==> src/rtl/seq_detect_prog.sv <==
// seq_detect_prog: programmable serial pattern detector with overlap control and saturating match count
//   clk         rising-edge clock
//   reset       synchronous active-high reset
//   x_i/valid_i serial data bit and its qualifier
//   cfg_load_i  strobe capturing pat_i/len_i (and mask_i when SEQ_DETECT_MASK_EN is defined)
//   pat_i       pattern, pat_i[len-1] is received first
//   len_i       pattern length in bits, legal range 2..SEQ_W
//   mask_i      don't-care bits of the pattern (only with SEQ_DETECT_MASK_EN)
//   overlap_i   1 keeps history after a match, 0 restarts the fill
//   clr_cnt_i   synchronous clear of cnt_o
//   det_o       one-cycle pulse per match, one clock after the completing bit
//   cnt_o       saturating match count
//   armed_o     high while hunting for the pattern
//   err_o       one-cycle pulse after a rejected configuration
module seq_detect_prog #(
  parameter int SEQ_W = 12,
  parameter int CNT_W = 8,
  parameter int LEN_W = 5
) (
  input  logic             clk,
  input  logic             reset,
  input  logic             x_i,
  input  logic             valid_i,
  input  logic             cfg_load_i,
  input  logic [SEQ_W-1:0] pat_i,
  input  logic [LEN_W-1:0] len_i,
`ifdef SEQ_DETECT_MASK_EN
  input  logic [SEQ_W-1:0] mask_i,
`endif
  input  logic             overlap_i,
  input  logic             clr_cnt_i,
  output logic             det_o,
  output logic [CNT_W-1:0] cnt_o,
  output logic             armed_o,
  output logic             err_o
);
  localparam logic [0:0] IDLE = 1'b0;
  localparam logic [0:0] HUNT = 1'b1;
  localparam logic [LEN_W-1:0] FULL = LEN_W'(SEQ_W);
  localparam logic [CNT_W-1:0] CMAX = '1;
  logic [0:0]       r_state;
  logic [SEQ_W-1:0] r_hist, r_pat;
  logic [LEN_W-1:0] r_fill, r_len;
  logic [CNT_W-1:0] r_cnt;
  logic             r_det, r_err;
  logic             w_cfg_ok, w_shift, w_match;
  logic [SEQ_W-1:0] w_hist_next, w_len_mask, w_mask;
  logic [LEN_W-1:0] w_fill_next;
`ifdef SEQ_DETECT_MASK_EN
  logic [SEQ_W-1:0] r_mask;
  assign w_mask = r_mask;
`else
  assign w_mask = '0;
`endif
  assign w_cfg_ok    = (len_i >= LEN_W'(2)) && (len_i <= FULL);
  // a load in the same cycle discards the data bit
  assign w_shift     = (r_state == HUNT) && valid_i && !cfg_load_i;
  assign w_hist_next = SEQ_W'({r_hist, x_i});
  assign w_fill_next = (r_fill == FULL) ? r_fill : r_fill + 1'b1;
  always_comb begin
    w_len_mask = '0;
    for (int i = 0; i < SEQ_W; i++) w_len_mask[i] = LEN_W'(i) < r_len;
  end
  // the current bit is already the LSB of w_hist_next, so it takes part in this compare
  assign w_match = w_shift && (w_fill_next >= r_len) &&
                   (((w_hist_next ^ r_pat) & w_len_mask & ~w_mask) == '0);
  always_ff @(posedge clk) begin
    if (reset) begin
      r_state <= IDLE;
      r_hist  <= '0;
      r_fill  <= '0;
      r_pat   <= '0;
      r_len   <= '0;
      r_cnt   <= '0;
      r_det   <= 1'b0;
      r_err   <= 1'b0;
`ifdef SEQ_DETECT_MASK_EN
      r_mask  <= '0;
`endif
    end else begin
      r_err <= cfg_load_i && !w_cfg_ok;
      r_det <= w_match;
      r_cnt <= clr_cnt_i ? '0 : (w_match && r_cnt != CMAX) ? r_cnt + 1'b1 : r_cnt;
      if (cfg_load_i) begin
        r_state <= w_cfg_ok ? HUNT : IDLE;
        if (w_cfg_ok) begin
          r_pat  <= pat_i;
          r_len  <= len_i;
          r_hist <= '0;
          r_fill <= '0;
`ifdef SEQ_DETECT_MASK_EN
          r_mask <= mask_i;
`endif
        end
      end else if (w_shift) begin
        r_hist <= w_hist_next;
        r_fill <= (w_match && !overlap_i) ? '0 : w_fill_next;
      end
    end
  end
  assign det_o   = r_det;
  assign cnt_o   = r_cnt;
  assign armed_o = (r_state == HUNT);
  assign err_o   = r_err;
endmodule

==> config.mk <==
export PLATFORM = sky130hd
export DESIGN_NAME = seq_detect_prog
export DESIGN_NICKNAME = d
export VERILOG_FILES = /design/src/rtl/seq_detect_prog.sv
export SDC_FILE = /design/constraint.sdc
export NUM_CORES = 1
export LEC_CHECK = 0
export CELL_PAD_IN_SITES_DETAIL_PLACEMENT = 1
export CELL_PAD_IN_SITES_GLOBAL_PLACEMENT = 1
export CORE_MARGIN = 1.5
export CORE_UTILIZATION = 42
export DETAILED_ROUTE_END_ITERATION = 8
export GPL_TIMING_DRIVEN = 0
export HOLD_SLACK_MARGIN = 0.12
export PLACE_DENSITY_LB_ADDON = 0.1
export SLEW_MARGIN = 15
export SYNTH_ARGS = -nofsm -noshare
export SYNTH_HDL_FRONTEND = slang
export SYNTH_SLANG_ARGS = --single-unit
export TNS_END_PERCENT = 20
==> constraint.sdc <==
create_clock -name clk -period 3.7 [get_ports clk]
set_input_delay 0.74 -clock clk [delete_from_list [all_inputs] [get_ports clk]]
set_output_delay 0.74 -clock clk [all_outputs]
set_load 0.02 [all_outputs]
==> reports/metrics.csv <==
metric;value;unit
status;completed;
die_h;74.8;um
synth_nets;297;
antenna_found_initial;0;
cts_buffers;5;
first_global_vias;1967;
min_path_type;reg2reg;
drtPass1Iterations;4;
instances_no_fill;373;
htree_num_levels;2;
max_cap_violations;0;
tns;0;ps
wl;5500;um
syn_area_per_cell;8.17;um2
drc;0;
grt.overflow.total;0;
max_slew_margin;0.524;
vias_per_cell;5.35;
start_util;0.446;
fin_nets;337;
cts.sinks;44;
postRouteAntennaNets;0;
synthArstFlopShare;0;
cts_tree;built;
clockPowerShare;0.388;
switching_share;0.241;
max_freq;0.367;GHz
syn_area;2160;um2
post-cts-setup-buffer-count;0;
fin_crit_sh;0.736;
drive_gt1_frac;0.0621;
fillers;614;
routed_wire_length_per_instance;14.7;um
p_per_area;358;nW/um2
rrSetupSlack;980;ps
vias;1994;
cts-root-buf;clkbuf_8;
cp_max_fo;10;
required;3950;ps
pwr-share-comb;0.102;
p_seq_frac;0.509;
synth_enable_flop_cells;0;
intPower;730;uW
ctsResizeCount;0;
ir_drop;0.242;mV
io_buffer_count;33;
ys_seq_area_frac;0.407;
placed_cell_area;2580;um2
synth_cells;265;
fin_area;2690;um2
hold_violations;0;
utilization;0.555;
cts_buffer_depth;2;
dp_cells;365;
place_hpwl;4090;um
grt_setup_unrepaired;no;
io_pins;35;
start_kind;flip-flop;
worst_pin_slew;709;ps
rr_worst_depth;14;
report.final.slew_viol_count;0;
antenna_cells;0;
clkSlewWorstSetupHoldPaths;90;ps
grt.total_usage;0.214;
ys_seq_elements;44;
synthDistinctLibCells;50;
core-area;4850;um2
arrival;2970;ps
die_w;74.8;um
worstReg2RegEnd;cnt_o[4];
clock_latency;300;ps
syn2layout_area_growth;24.3;%
p_total;962;uW
ys.flop_type;dfxtp_1;
setup_viol;0;
finalWeightedCongestion;0.739;
crit_path_end;cnt_o[4];
end_kind;flip-flop;
grt_first_pass_wirelength;9070;um
timing.critical_path.from;r_fill[0];
die_area;5590;um2
yosys_warnings;0;
first_iter_violations;61;
total_leakage_power;0.000976;uW
power_switching;232;uW
rows;25;
worstSetupPathType;reg2reg;
r2r_start;r_fill[0];
clock_skew;7.32;ps
ctsHoldBuffers;0;
fin_crit;2720;ps
grt_max_degree;15;
registers in the layout, summed over array words and instances (netlist names):
signal / cells
armed_o: 1
cnt_o: 8
det_o: 1
err_o: 1
r_fill: 5
r_hist: 11
r_len: 5
r_pat: 12
how the worst min path moves through the flow:
stage                         start  slack, ps   endpoint  cells after the start
after detailed placement   r_pat[1]        460   r_pat[1]                      2
after CTS                  r_pat[1]        480   r_pat[1]                      2
after floorplan            r_pat[0]        450   r_pat[0]                      2
after global placement     r_pat[7]        460   r_pat[7]                      2
final                      r_pat[1]        470   r_pat[1]                      2
after global routing      r_pat[11]        500  r_pat[11]                      2
synth_stat cells (all sizes together), types with 3 or more instances:
cell type / n / area share
nand3: 18 / 0.042
a21o: 4 / 0.014
xor2: 5 / 0.020
a21oi: 35 / 0.081
a211oi: 3 / 0.015
dfxtp: 44 / 0.41
nand2: 52 / 0.091
nor2: 6 / 0.010
xnor2: 9 / 0.036
ha: 8 / 0.046
or3: 3 / 0.0087
nor3: 7 / 0.016
inv: 9 / 0.016
o21ai: 9 / 0.021
or4: 3 / 0.012
buf: 5 / 0.016
clkbuf: 9 / 0.016
a32o: 3 / 0.014
cells by family after synthesis:
logic type | count (synthesis) | share of synthesized area
multiplexers | 2 | 0.00983
flip-flops | 44 | 0.407
AND/OR/NAND/NOR | 105 | 0.232
XOR/XNOR | 14 | 0.0566
AO/OA/AOI/OAI | 69 | 0.201
buffers and inverters | 23 | 0.0474
adder cells (fa/ha/maj) | 8 | 0.0462
cells in the final DEF (no fill, tap or decap), types with 3 or more instances in the layout:
| master | n |
|---|---|
| a21o_1 | 3 |
| a21oi_1 | 35 |
| a32o_1 | 3 |
| clkbuf_1 | 9 |
| clkbuf_8 | 5 |
| clkdlybuf4s50_1 | 33 |
| dfxtp_1 | 44 |
| ha_1 | 8 |
| inv_1 | 9 |
| nand2_1 | 51 |
| nand3_1 | 18 |
| nor2_1 | 6 |
| nor3_1 | 7 |
| o21ai_0 | 8 |
| or3_1 | 3 |
| xnor2_1 | 9 |
| xor2_1 | 5 |
area by class of cell:
class,count,area (um2),share of cell area
multi-input cells,198,1180,0.439
clock inverters,3,42.5,0.0158
inverters,9,33.8,0.0126
plain buffers,14,68.8,0.0256
flip-flops and latches,44,881,0.327
repair buffers,33,330,0.123
well taps,67,83.8,0.0312
clock buffers,5,68.8,0.0256
through the flow:
stage / setup WS, ps / hold WS (ps)
floorplan: 1230 / 448
global placement: 785 / 456
detailed placement: 763 / 464
CTS: 946 / 476
global route: 758 / 500
finish: 978 / 469
power groups by stage:
stage          logic [uW]  clock network [uW]  registers [uW]
2_1_floorplan        53.0                   0             501
3_3_place_gp         96.8                   0             501
3_5_place_dp         99.1                   0             502
4_1_cts              99.8                 383             490
5_1_grt               109                 402             492
6_report             98.4                 374             490
metal layers:
metal | GRT usage | up-vias | share of wire
li1 | - | 1006 | -
met2 | 0.374 | 28 | 0.51
met4 | 0.0727 | 0 | 0.013
met3 | 0.0361 | 7 | 0.028
met5 | 0 | - | 0
met1 | 0.269 | 953 | 0.45
worst max-delay path, stage by stage (launching register included):
cell and delay [ps]:
dfxtp_1 420, inv_1 60, ha_1 240, nand3b_1 100, nand3_1 80, o21a_1 140
ha_1 290, nand2_1 40, o21ai_0 160, a31oi_1 130, a211oi_2 240, nand2_2 90
buf_6 150, or4_1 460, nand2_1 80
No activity file was read; power rests on OpenSTA's default activity.
